<file path="config.mk">
export PLATFORM = sky130hd
export DESIGN_NAME = if_issue_queue_flat
export DESIGN_NICKNAME = d
export VERILOG_FILES = /design/src/rtl/if_issue_queue_pkg.sv /design/src/rtl/if_issue_queue_if.sv /design/src/rtl/if_issue_queue.sv /design/src/flat_wrapper.sv
export SDC_FILE = /design/constraint.sdc
export NUM_CORES = 1
export LEC_CHECK = 0
export CORE_UTILIZATION = 50
export CTS_BUF_LIST = sky130_fd_sc_hd__clkbuf_8
export CTS_CLUSTER_DIAMETER = 50
export DETAILED_ROUTE_END_ITERATION = 8
export PLACE_DENSITY = 0.82
export SYNTH_ARGS = -nofsm -noshare
export SYNTH_HDL_FRONTEND = slang
export SYNTH_SLANG_ARGS = --single-unit
</file>
<file path="constraint.sdc">
create_clock -name clk -period 5.96 [get_ports clk]
set_input_delay 1.49 -clock clk [delete_from_list [all_inputs] [get_ports clk]]
set_output_delay 1.49 -clock clk [all_outputs]
set_load 0.05 [all_outputs]
</file>
<file path="src/rtl/if_issue_queue_pkg.sv">
// Shared fetch-to-decode bus definitions and issue-queue geometry.
// Also provides a small helper that counts the valid lanes of a two-lane bus.
package if_issue_queue_pkg;

  localparam int FETCH_LANES    = 2;
  localparam int ENTRY_W        = 96;
  localparam int FS_TO_IQ_BUS_W = FETCH_LANES * ENTRY_W;
  localparam int DEPTH          = 4;
  localparam int PTR_W          = 2;
  localparam int CNT_W          = 3;

  function automatic logic [CNT_W-1:0] lane_count(input logic lane1, input logic lane2);
    return {2'b00, lane1} + {2'b00, lane2};
  endfunction

endpackage

</file>
<file path="src/rtl/if_issue_queue_if.sv">
// Fetch-side and decode-side handshake bundle of the issue queue.
// master drives fetch/decode control, slave is the queue itself.
interface if_issue_queue_if #(
  parameter int ENTRY_W = if_issue_queue_pkg::ENTRY_W
);

  logic                   in_line1_valid_i;
  logic                   in_line2_valid_i;
  logic [2*ENTRY_W-1:0]   in_bus_i;
  logic                   in_allowin_o;
  logic                   next_allowin_i;
  logic                   line1_valid_o;
  logic                   line2_valid_o;
  logic [2*ENTRY_W-1:0]   to_next_obus;
  logic                   excep_flush_i;
  logic                   branch_flush_i;
  logic [2:0]             count_o;

  modport master (
    output in_line1_valid_i, in_line2_valid_i, in_bus_i, next_allowin_i,
           excep_flush_i, branch_flush_i,
    input  in_allowin_o, line1_valid_o, line2_valid_o, to_next_obus, count_o
  );

  modport slave (
    input  in_line1_valid_i, in_line2_valid_i, in_bus_i, next_allowin_i,
           excep_flush_i, branch_flush_i,
    output in_allowin_o, line1_valid_o, line2_valid_o, to_next_obus, count_o
  );

endinterface

</file>
<file path="src/rtl/if_issue_queue.sv">
// Four-entry, two-in/two-out circular issue queue between fetch and decode.
// allowin is derived from the registered count only, so decode never stalls fetch combinationally.
module if_issue_queue #(
  parameter int ENTRY_W = if_issue_queue_pkg::ENTRY_W,
  parameter int DEPTH   = if_issue_queue_pkg::DEPTH
) (
  input  logic            clk,
  input  logic            rst_n,
  if_issue_queue_if.slave bus
);

  import if_issue_queue_pkg::*;

  logic [PTR_W-1:0]   rd_ptr_r;
  logic [PTR_W-1:0]   wr_ptr_r;
  logic [CNT_W-1:0]   count_r;
  logic [ENTRY_W-1:0] entry_r [DEPTH];

  logic [PTR_W-1:0]   rd_ptr_nxt_s;
  logic [PTR_W-1:0]   wr_ptr_nxt_s;
  logic [CNT_W-1:0]   count_nxt_s;
  logic [CNT_W-1:0]   enq_num_s;
  logic [CNT_W-1:0]   deq_num_s;
  logic [PTR_W-1:0]   lane2_slot_s;
  logic [PTR_W-1:0]   rd_ptr_plus1_s;
  logic               flush_s;
  logic               allowin_s;
  logic               enq_s;
  logic               line1_valid_s;
  logic               line2_valid_s;

  // Handshake decode and next-state arithmetic; a flush overrides both enqueue and dequeue.
  always_comb begin
    flush_s        = bus.excep_flush_i | bus.branch_flush_i;
    allowin_s      = (count_r <= 3'd2);
    enq_s          = allowin_s & (bus.in_line1_valid_i | bus.in_line2_valid_i) & ~flush_s;
    line1_valid_s  = (count_r >= 3'd1) & ~flush_s;
    line2_valid_s  = (count_r >= 3'd2) & ~flush_s;
    enq_num_s      = enq_s ? lane_count(bus.in_line1_valid_i, bus.in_line2_valid_i) : 3'd0;
    deq_num_s      = bus.next_allowin_i ? lane_count(line1_valid_s, line2_valid_s) : 3'd0;
    lane2_slot_s   = bus.in_line1_valid_i ? (wr_ptr_r + 2'd1) : wr_ptr_r;
    rd_ptr_plus1_s = rd_ptr_r + 2'd1;
    rd_ptr_nxt_s   = rd_ptr_r;
    wr_ptr_nxt_s   = wr_ptr_r;
    count_nxt_s    = count_r;
    if (flush_s) begin
      rd_ptr_nxt_s = 2'd0;
      wr_ptr_nxt_s = 2'd0;
      count_nxt_s  = 3'd0;
    end else begin
      rd_ptr_nxt_s = rd_ptr_r + deq_num_s[PTR_W-1:0];
      wr_ptr_nxt_s = wr_ptr_r + enq_num_s[PTR_W-1:0];
      count_nxt_s  = count_r + enq_num_s - deq_num_s;
    end
  end

  always_ff @(posedge clk or negedge rst_n) begin
    if (!rst_n) begin
      rd_ptr_r <= 2'd0;
      wr_ptr_r <= 2'd0;
      count_r  <= 3'd0;
    end else begin
      rd_ptr_r <= rd_ptr_nxt_s;
      wr_ptr_r <= wr_ptr_nxt_s;
      count_r  <= count_nxt_s;
    end
  end

  // Payload storage is never reset: a slot is only visible while count covers it.
  always_ff @(posedge clk) begin
    if (enq_s && bus.in_line1_valid_i) begin
      entry_r[wr_ptr_r] <= bus.in_bus_i[ENTRY_W-1:0];
    end
    if (enq_s && bus.in_line2_valid_i) begin
      entry_r[lane2_slot_s] <= bus.in_bus_i[2*ENTRY_W-1:ENTRY_W];
    end
  end

  assign bus.in_allowin_o  = allowin_s;
  assign bus.line1_valid_o = line1_valid_s;
  assign bus.line2_valid_o = line2_valid_s;
  assign bus.count_o       = count_r;
  assign bus.to_next_obus  = {(line2_valid_s ? entry_r[rd_ptr_plus1_s] : {ENTRY_W{1'b0}}),
                              (line1_valid_s ? entry_r[rd_ptr_r]       : {ENTRY_W{1'b0}})};

endmodule

</file>
<file path="src/flat_wrapper.sv">
// flat-port wrapper written by rule: the top's interface ports become plain ports
module if_issue_queue_flat import if_issue_queue_pkg::*;
#(
  parameter int ENTRY_W = if_issue_queue_pkg::ENTRY_W,
  parameter int DEPTH   = if_issue_queue_pkg::DEPTH
)
  (clk, rst_n, bus_in_line1_valid_i, bus_in_line2_valid_i, bus_in_bus_i, bus_next_allowin_i, bus_excep_flush_i, bus_branch_flush_i, bus_in_allowin_o, bus_line1_valid_o, bus_line2_valid_o, bus_to_next_obus, bus_count_o);
  if_issue_queue_if #(.ENTRY_W(ENTRY_W)) bus_i ();
  input  logic clk;
  input  logic rst_n;
  input wire logic [$bits(bus_i.in_line1_valid_i)-1:0] bus_in_line1_valid_i;
  input wire logic [$bits(bus_i.in_line2_valid_i)-1:0] bus_in_line2_valid_i;
  input wire logic [$bits(bus_i.in_bus_i)-1:0] bus_in_bus_i;
  input wire logic [$bits(bus_i.next_allowin_i)-1:0] bus_next_allowin_i;
  input wire logic [$bits(bus_i.excep_flush_i)-1:0] bus_excep_flush_i;
  input wire logic [$bits(bus_i.branch_flush_i)-1:0] bus_branch_flush_i;
  output wire logic [$bits(bus_i.in_allowin_o)-1:0] bus_in_allowin_o;
  output wire logic [$bits(bus_i.line1_valid_o)-1:0] bus_line1_valid_o;
  output wire logic [$bits(bus_i.line2_valid_o)-1:0] bus_line2_valid_o;
  output wire logic [$bits(bus_i.to_next_obus)-1:0] bus_to_next_obus;
  output wire logic [$bits(bus_i.count_o)-1:0] bus_count_o;
  assign bus_i.in_line1_valid_i = bus_in_line1_valid_i;
  assign bus_i.in_line2_valid_i = bus_in_line2_valid_i;
  assign bus_i.in_bus_i = bus_in_bus_i;
  assign bus_i.next_allowin_i = bus_next_allowin_i;
  assign bus_i.excep_flush_i = bus_excep_flush_i;
  assign bus_i.branch_flush_i = bus_branch_flush_i;
  assign bus_in_allowin_o = bus_i.in_allowin_o;
  assign bus_line1_valid_o = bus_i.line1_valid_o;
  assign bus_line2_valid_o = bus_i.line2_valid_o;
  assign bus_to_next_obus = bus_i.to_next_obus;
  assign bus_count_o = bus_i.count_o;
  if_issue_queue #(.ENTRY_W(ENTRY_W), .DEPTH(DEPTH)) u_core (.clk(clk), .rst_n(rst_n), .bus(bus_i));
endmodule
</file>
Word-level counts from Yosys, hierarchy flattened
Memory sizes are Yosys's and may differ from the RTL's.
Index checks and enable logic that the tools add are counted.

storage, ports and cells
  flip-flop bits (word level) = 7
  memories kept = 1
  RAM bits = 384

memory list
  name            words  width  read ports  clocked after memory_dff  write ports  line                  text
  u_core.entry_r  4      96     2           0                         2            if_issue_queue.sv:17  logic [ENTRY_W-1:0] entry_r [DEPTH];

operators by class
  add/sub/neg operators = 8
  order comparisons = 3
  bitwise gates (word level) = 7
  mux-type cells = 12
  reductions and logical operators = 2

operators with widths
  kind                                                                               count
  96-bit 2-to-1 mux                                                                  2
  3-bit 2-to-1 mux                                                                   3
  2-bit 2-to-1 mux                                                                   3
  1-bit by 1-bit adder with 2-bit output                                             2
  2-bit by 1-bit adder with 2-bit output (second input constant)                     2
  2-bit adder                                                                        2
  1-bit AND                                                                          4
  1-bit 2-to-1 mux                                                                   4
  3-bit adder                                                                        1
  3-bit by 1-bit >= comparator with 1-bit output (second input constant)             1
  3-bit by 2-bit >= comparator with 1-bit output (second input constant)             1
  3-bit by 2-bit less-or-equal comparator with 1-bit output (second input constant)  1
  3-bit subtractor                                                                   1
  1-bit logical AND                                                                  2
  1-bit OR                                                                           2
  1-bit inverter                                                                     1

Logic depth before layout (Yosys ltp)
  word-level depth = 7
  gate-level depth with buffers = 14
  mapped depth without buffers = 13

Least setup slack after synthesis
Ideal clock, no wire load.

  path kind = input-to-reg
  start = input port bus_in_line1_valid_i
  end = memory u_core.entry_r[0][0], enable pin
  stages on the path = 6
  required time = 5.378 ns
  arrival = 7.072 ns
  slack = -1.694 ns
  cells stage by stage = buf_4 > inv_1 > ha_1 > nor3_1 > nand2_1 > a21oi_1

RTL lines
  element      line                  text
  from (decl)  flat_wrapper.sv:11    input wire logic [$bits(bus_i.in_line1_valid_i)-1:0] bus_in_line1_valid_i;
  to (decl)    if_issue_queue.sv:17

Worst setup path after layout
  start = input port bus_branch_flush_i
  end = output port bus_to_next_obus[79]

between the ends
  cells in the longest elaborated chain, start to end = 4

RTL lines
  element            line                  text
  from (decl)        flat_wrapper.sv:16    input wire logic [$bits(bus_i.branch_flush_i)-1:0] bus_branch_flush_i;
  1-bit OR           if_issue_queue.sv:34  flush_s = bus.excep_flush_i | bus.branch_flush_i;
  1-bit inverter     if_issue_queue.sv:37  line1_valid_s = (count_r >= 3'd1) & ~flush_s;
  1-bit AND          if_issue_queue.sv:37
  96-bit 2-to-1 mux  if_issue_queue.sv:84  (line1_valid_s ? entry_r[rd_ptr_r] : {ENTRY_W{1'b0}})};
  to (decl)          flat_wrapper.sv:20    output wire logic [$bits(bus_i.to_next_obus)-1:0] bus_to_next_obus;

Every way passes these cells.

==> results by group <==
Synth
  • Synth Area in Compound Gates: less than 1%
  • Top cells by count, synth: edfxtp_1, mux2_2, mux4_2
  • Cell taking the most area after synthesis: edfxtp_1
  • Register area share after synthesis: between 50% and 60%
  • Post-Syn Instances: between 1000 and 1500
  • Post-synth EDFFs: 384
  • Synth warn: 0
  • Most instantiated library cell after synthesis: edfxtp_1
  • Post-Syn Area: approximately 0.023 sq mm
  • Distinct cells, synth: 36
  • Mapped Avg Cell Area: between 15 and 20 sq um
  • Post-synth ARST share: 1.79%
  • Top_reg_cell synth: edfxtp_1
  • Synth area leaders: edfxtp_1, mux4_2, mux2_2, nor2b_1, buf_2
  • Post-synthesis xor/xnor area fraction: less than 1%
  • Mux cell area share after synthesis: 38.1%
  • Yosys top cell area share: around half
  • #FFs+latches synth: 391
  • Simple-gate share of the synthesized area: under 10%
  • Syn_nets: approximately 1600
  • Synth Area in Adders: less than 1%
  • Largest family of logic cells by synthesized area: multiplexers

Detailed routing
  • Wirelength per Cell: ~25 microns
  • Drt pass-1 iters: 5
  • Detailed-route DRC error count: 0
  • Metal2 WL: 29900 microns
  • Top routing layer in use: met5
  • Met3 routed WL: around 4400 microns
  • Wl on met1: between 20000 and 25000 microns
  • Drt total wl: a little under 60000 microns
  • 1st-iter DRT viols: 922
  • DRT antenna net count: 0
  • Average via count per standard cell: 6.03
  • Vias: 14345

STA
  • Final period utilization: between 90% and 100%
  • Final setup violation count: 0
  • Worst Slack Setup Final: approximately 0.46 ns
  • Slew of the pin with the lowest slew margin: 0.915 ns
  • Unrepaired setup endpoints after global routing: false
  • Pins Over Slew Limit: 0
  • Min cycle time layout: ~5.5 ns
  • Skew final: ~0.034 ns
  • Fmax: ~180 MHz
  • Slew HR: about two fifths
  • Final Hold Fails: 0

Placement
  • DP HPWL: ~37000 microns
  • Setup Slack @ Placement: around 0.5 ns
  • Port buffer count: approximately 400
  • Placer Congestion: approximately 0.78

CTS
  • CTS tree: yes
  • Clock root buffer: clkbuf_8
  • CTS sink cnt: a little under 400
  • Htree depth: 3
  • Max Root-Sink Buffers: 3
  • Number of post-CTS setup repair buffers: 0
  • Post-CTS resize count: 0
  • Total CTS buffers: 69
  • Clk Latency, worst-skew pair: between 0.6 and 0.7 ns
  • Clock transition at path regs: roughly 0.05 ns
  • Hold-fix buffers, CTS: 0

Worst setup path
  • Crit end category: primary output
  • Max incr delay on CP: 0.80 ns
  • Cell family with the largest share of critical-path delay: buffers and inverters
  • Kind of start point of the critical path: input port
  • Bufs and invs on worst path: 3
  • Worst EP arrival: 4.01 ns
  • Critical path fanouts, max: 81
  • Worst Path Class, Setup: input port to primary output
  • Most common cell on crit path: clkdlybuf4s50_1
  • Slowest-stage cell, CP: clkdlybuf4s50_1
  • Crit-path cells: clkdlybuf4s50_1 > nor2_1 > o31ai_4 > buf_12 > and2b_1 > clkdlybuf4s50_1
  • WP data required: ~4.5 ns

Cells and area
  • Ratio of cells with drive above 1 in the final layout: between 40% and 50%
  • Layout Area Growth over Synthesis: 25.8%
  • Total Nets Final: between 1500 and 2000

Global routing
  • First-pass GRT wire length: roughly 89000 microns
  • Number of global-route vias before repair: 15238
  • Largest net degree at the start of global routing: slightly below 100
  • Tot GR Track Use: approximately 25%
  • Grt total ovfl: 0
  • Initial antenna violation count: 10

Die
  • Die footprint: 0.0463 sq mm
  • Die Wd: 215 microns
  • Starting Density: 51.0%
  • Row count: 77
  • Die H: 215 microns
  • Core Area: 0.0445 sq mm
  • Top Ports: between 300 and 400

Power and ir drop
  • IR drop worst, VDD: 0.166 mV
  • Total power: about 6000 uW
  • Seq pwr share: about half
  • Net Switching: roughly 1400 uW
  • Sw Share: a little under a quarter
  • Power share of the clock group: between 30% and 40%
  • Cell Int Power: ~4600 uW
  • Total power per unit cell area: roughly 210 mW/mm^2
  • Leakage power: roughly 0.009 uW
  • Combinational share of power: a little over a tenth

Hold path
  • Hold Crit Class: flip-flop to flip-flop

Run
  • Number of max-cap violations: 0

Status
  • Outcome: finished clean
[state kept, by name, summed over array words and instances, names as in the netlist]
signal and count:
u_core.entry_r 384, u_core.bus.count_o 3, u_core.rd_ptr_r 2, u_core.wr_ptr_r 2
[per-layer routing]
layer / GRT usage [%] / up-vias
met1: 31.5 / 7367
met4: 11.2 / 6
met3: 5.25 / 123
li1: - / 6195
met2: 43.0 / 654
met5: 0 / -
[placed cells by master (no fill, tap or decap), types with 5 or more instances in the layout]
cell	instances
and2_1	6
and2b_1	25
buf_12	20
buf_4	45
clkbuf_8	72
clkdlybuf4s50_1	361
clkinv_1	11
clkinv_2	5
dfrtp_1	5
diode_2	8
edfxtp_1	384
ha_1	11
inv_1	35
mux2_2	381
mux4_2	192
nand2_1	5
nor2b_1	167
[tightest hold or removal path, delay by kind of cell, from the launching register on]
family | cells | cell delay (ns)
DFF | 1 | 0.49
xor gates and xnor gates | 1 | 0.21
and+or+nand+nor | 1 | 0.04
[path summary, 6_finish.rpt]
path / startpoint / end / slack, ns / cells after the start
worst max-delay path: bus_branch_flush_i / bus_to_next_obus[79] / 0.46 / 6
worst min-delay path: u_core.bus.count_o[2]$_DFF_PN0_ / u_core.bus.count_o[2]$_DFF_PN0_ / 0.78 / 2
worst max register to register: u_core.bus.count_o[1]$_DFF_PN0_ / u_core.bus.count_o[2]$_DFF_PN0_ / 2.55 / 13
worst min register to register: u_core.bus.count_o[2]$_DFF_PN0_ / u_core.bus.count_o[2]$_DFF_PN0_ / 0.78 / 2
max in group asynchronous: rst_n / u_core.rd_ptr_r[1]$_DFF_PN0_ / 4.56 / 1
min in group asynchronous: rst_n / u_core.wr_ptr_r[0]$_DFF_PN0_ / 1.13 / 1
[power by group through the flow]
stage	registers (uW)	clock network, uW	logic (uW)
floorplan	3160	0	337
global placement	3150	0	611
detailed placement	3150	0	625
CTS	3100	2290	630
global route	3100	2400	668
finish	3100	2240	629
[layout make-up]
cell class              instances  area (sq um)
fillers                      3234         16000
inverters                      10          37.5
flip-flops and latches        391         11700
multi-input cells             832         10500
clock buffers                  72           991
well taps                     592           741
repair buffers                426          4350
clock inverters                47           229
diodes                          8          20.0
[metrics by stage]
| stage | TNS [ns] | util (%) | instance area (sq um) | hold slack (ns) | std cells |
|---|---|---|---|---|---|
| final | 0 | 64.1 | 28600 | 0.781 | 2378 |
| after global routing | 0 | 64.1 | 28500 | 0.829 | 2374 |
| after CTS | 0 | 64.1 | 28500 | 0.790 | 2370 |
| after detailed placement | 0 | 61.4 | 27300 | 0.779 | 2251 |
| after global placement | 0 | 61.4 | 27300 | 0.750 | 2251 |
| after floorplan | -650.53 | - | 22700 | 0.613 | 1338 |
[logic make-up (layout without fill, tap and decap cells)]
| kind of cell | count (synthesis) | count (layout) |
|---|---|---|
| DFF | 391 | 391 |
| adders and majority gates | 13 | 13 |
| AOI/OAI and AO/OA | 16 | 16 |
| muxes | 576 | 576 |
| xor gates and xnor gates | 4 | 4 |
| other | 0 | 8 |
| and+or+nand+nor | 223 | 223 |
| buffers and inverters | 115 | 555 |
(Power assumes the default switching activity.)
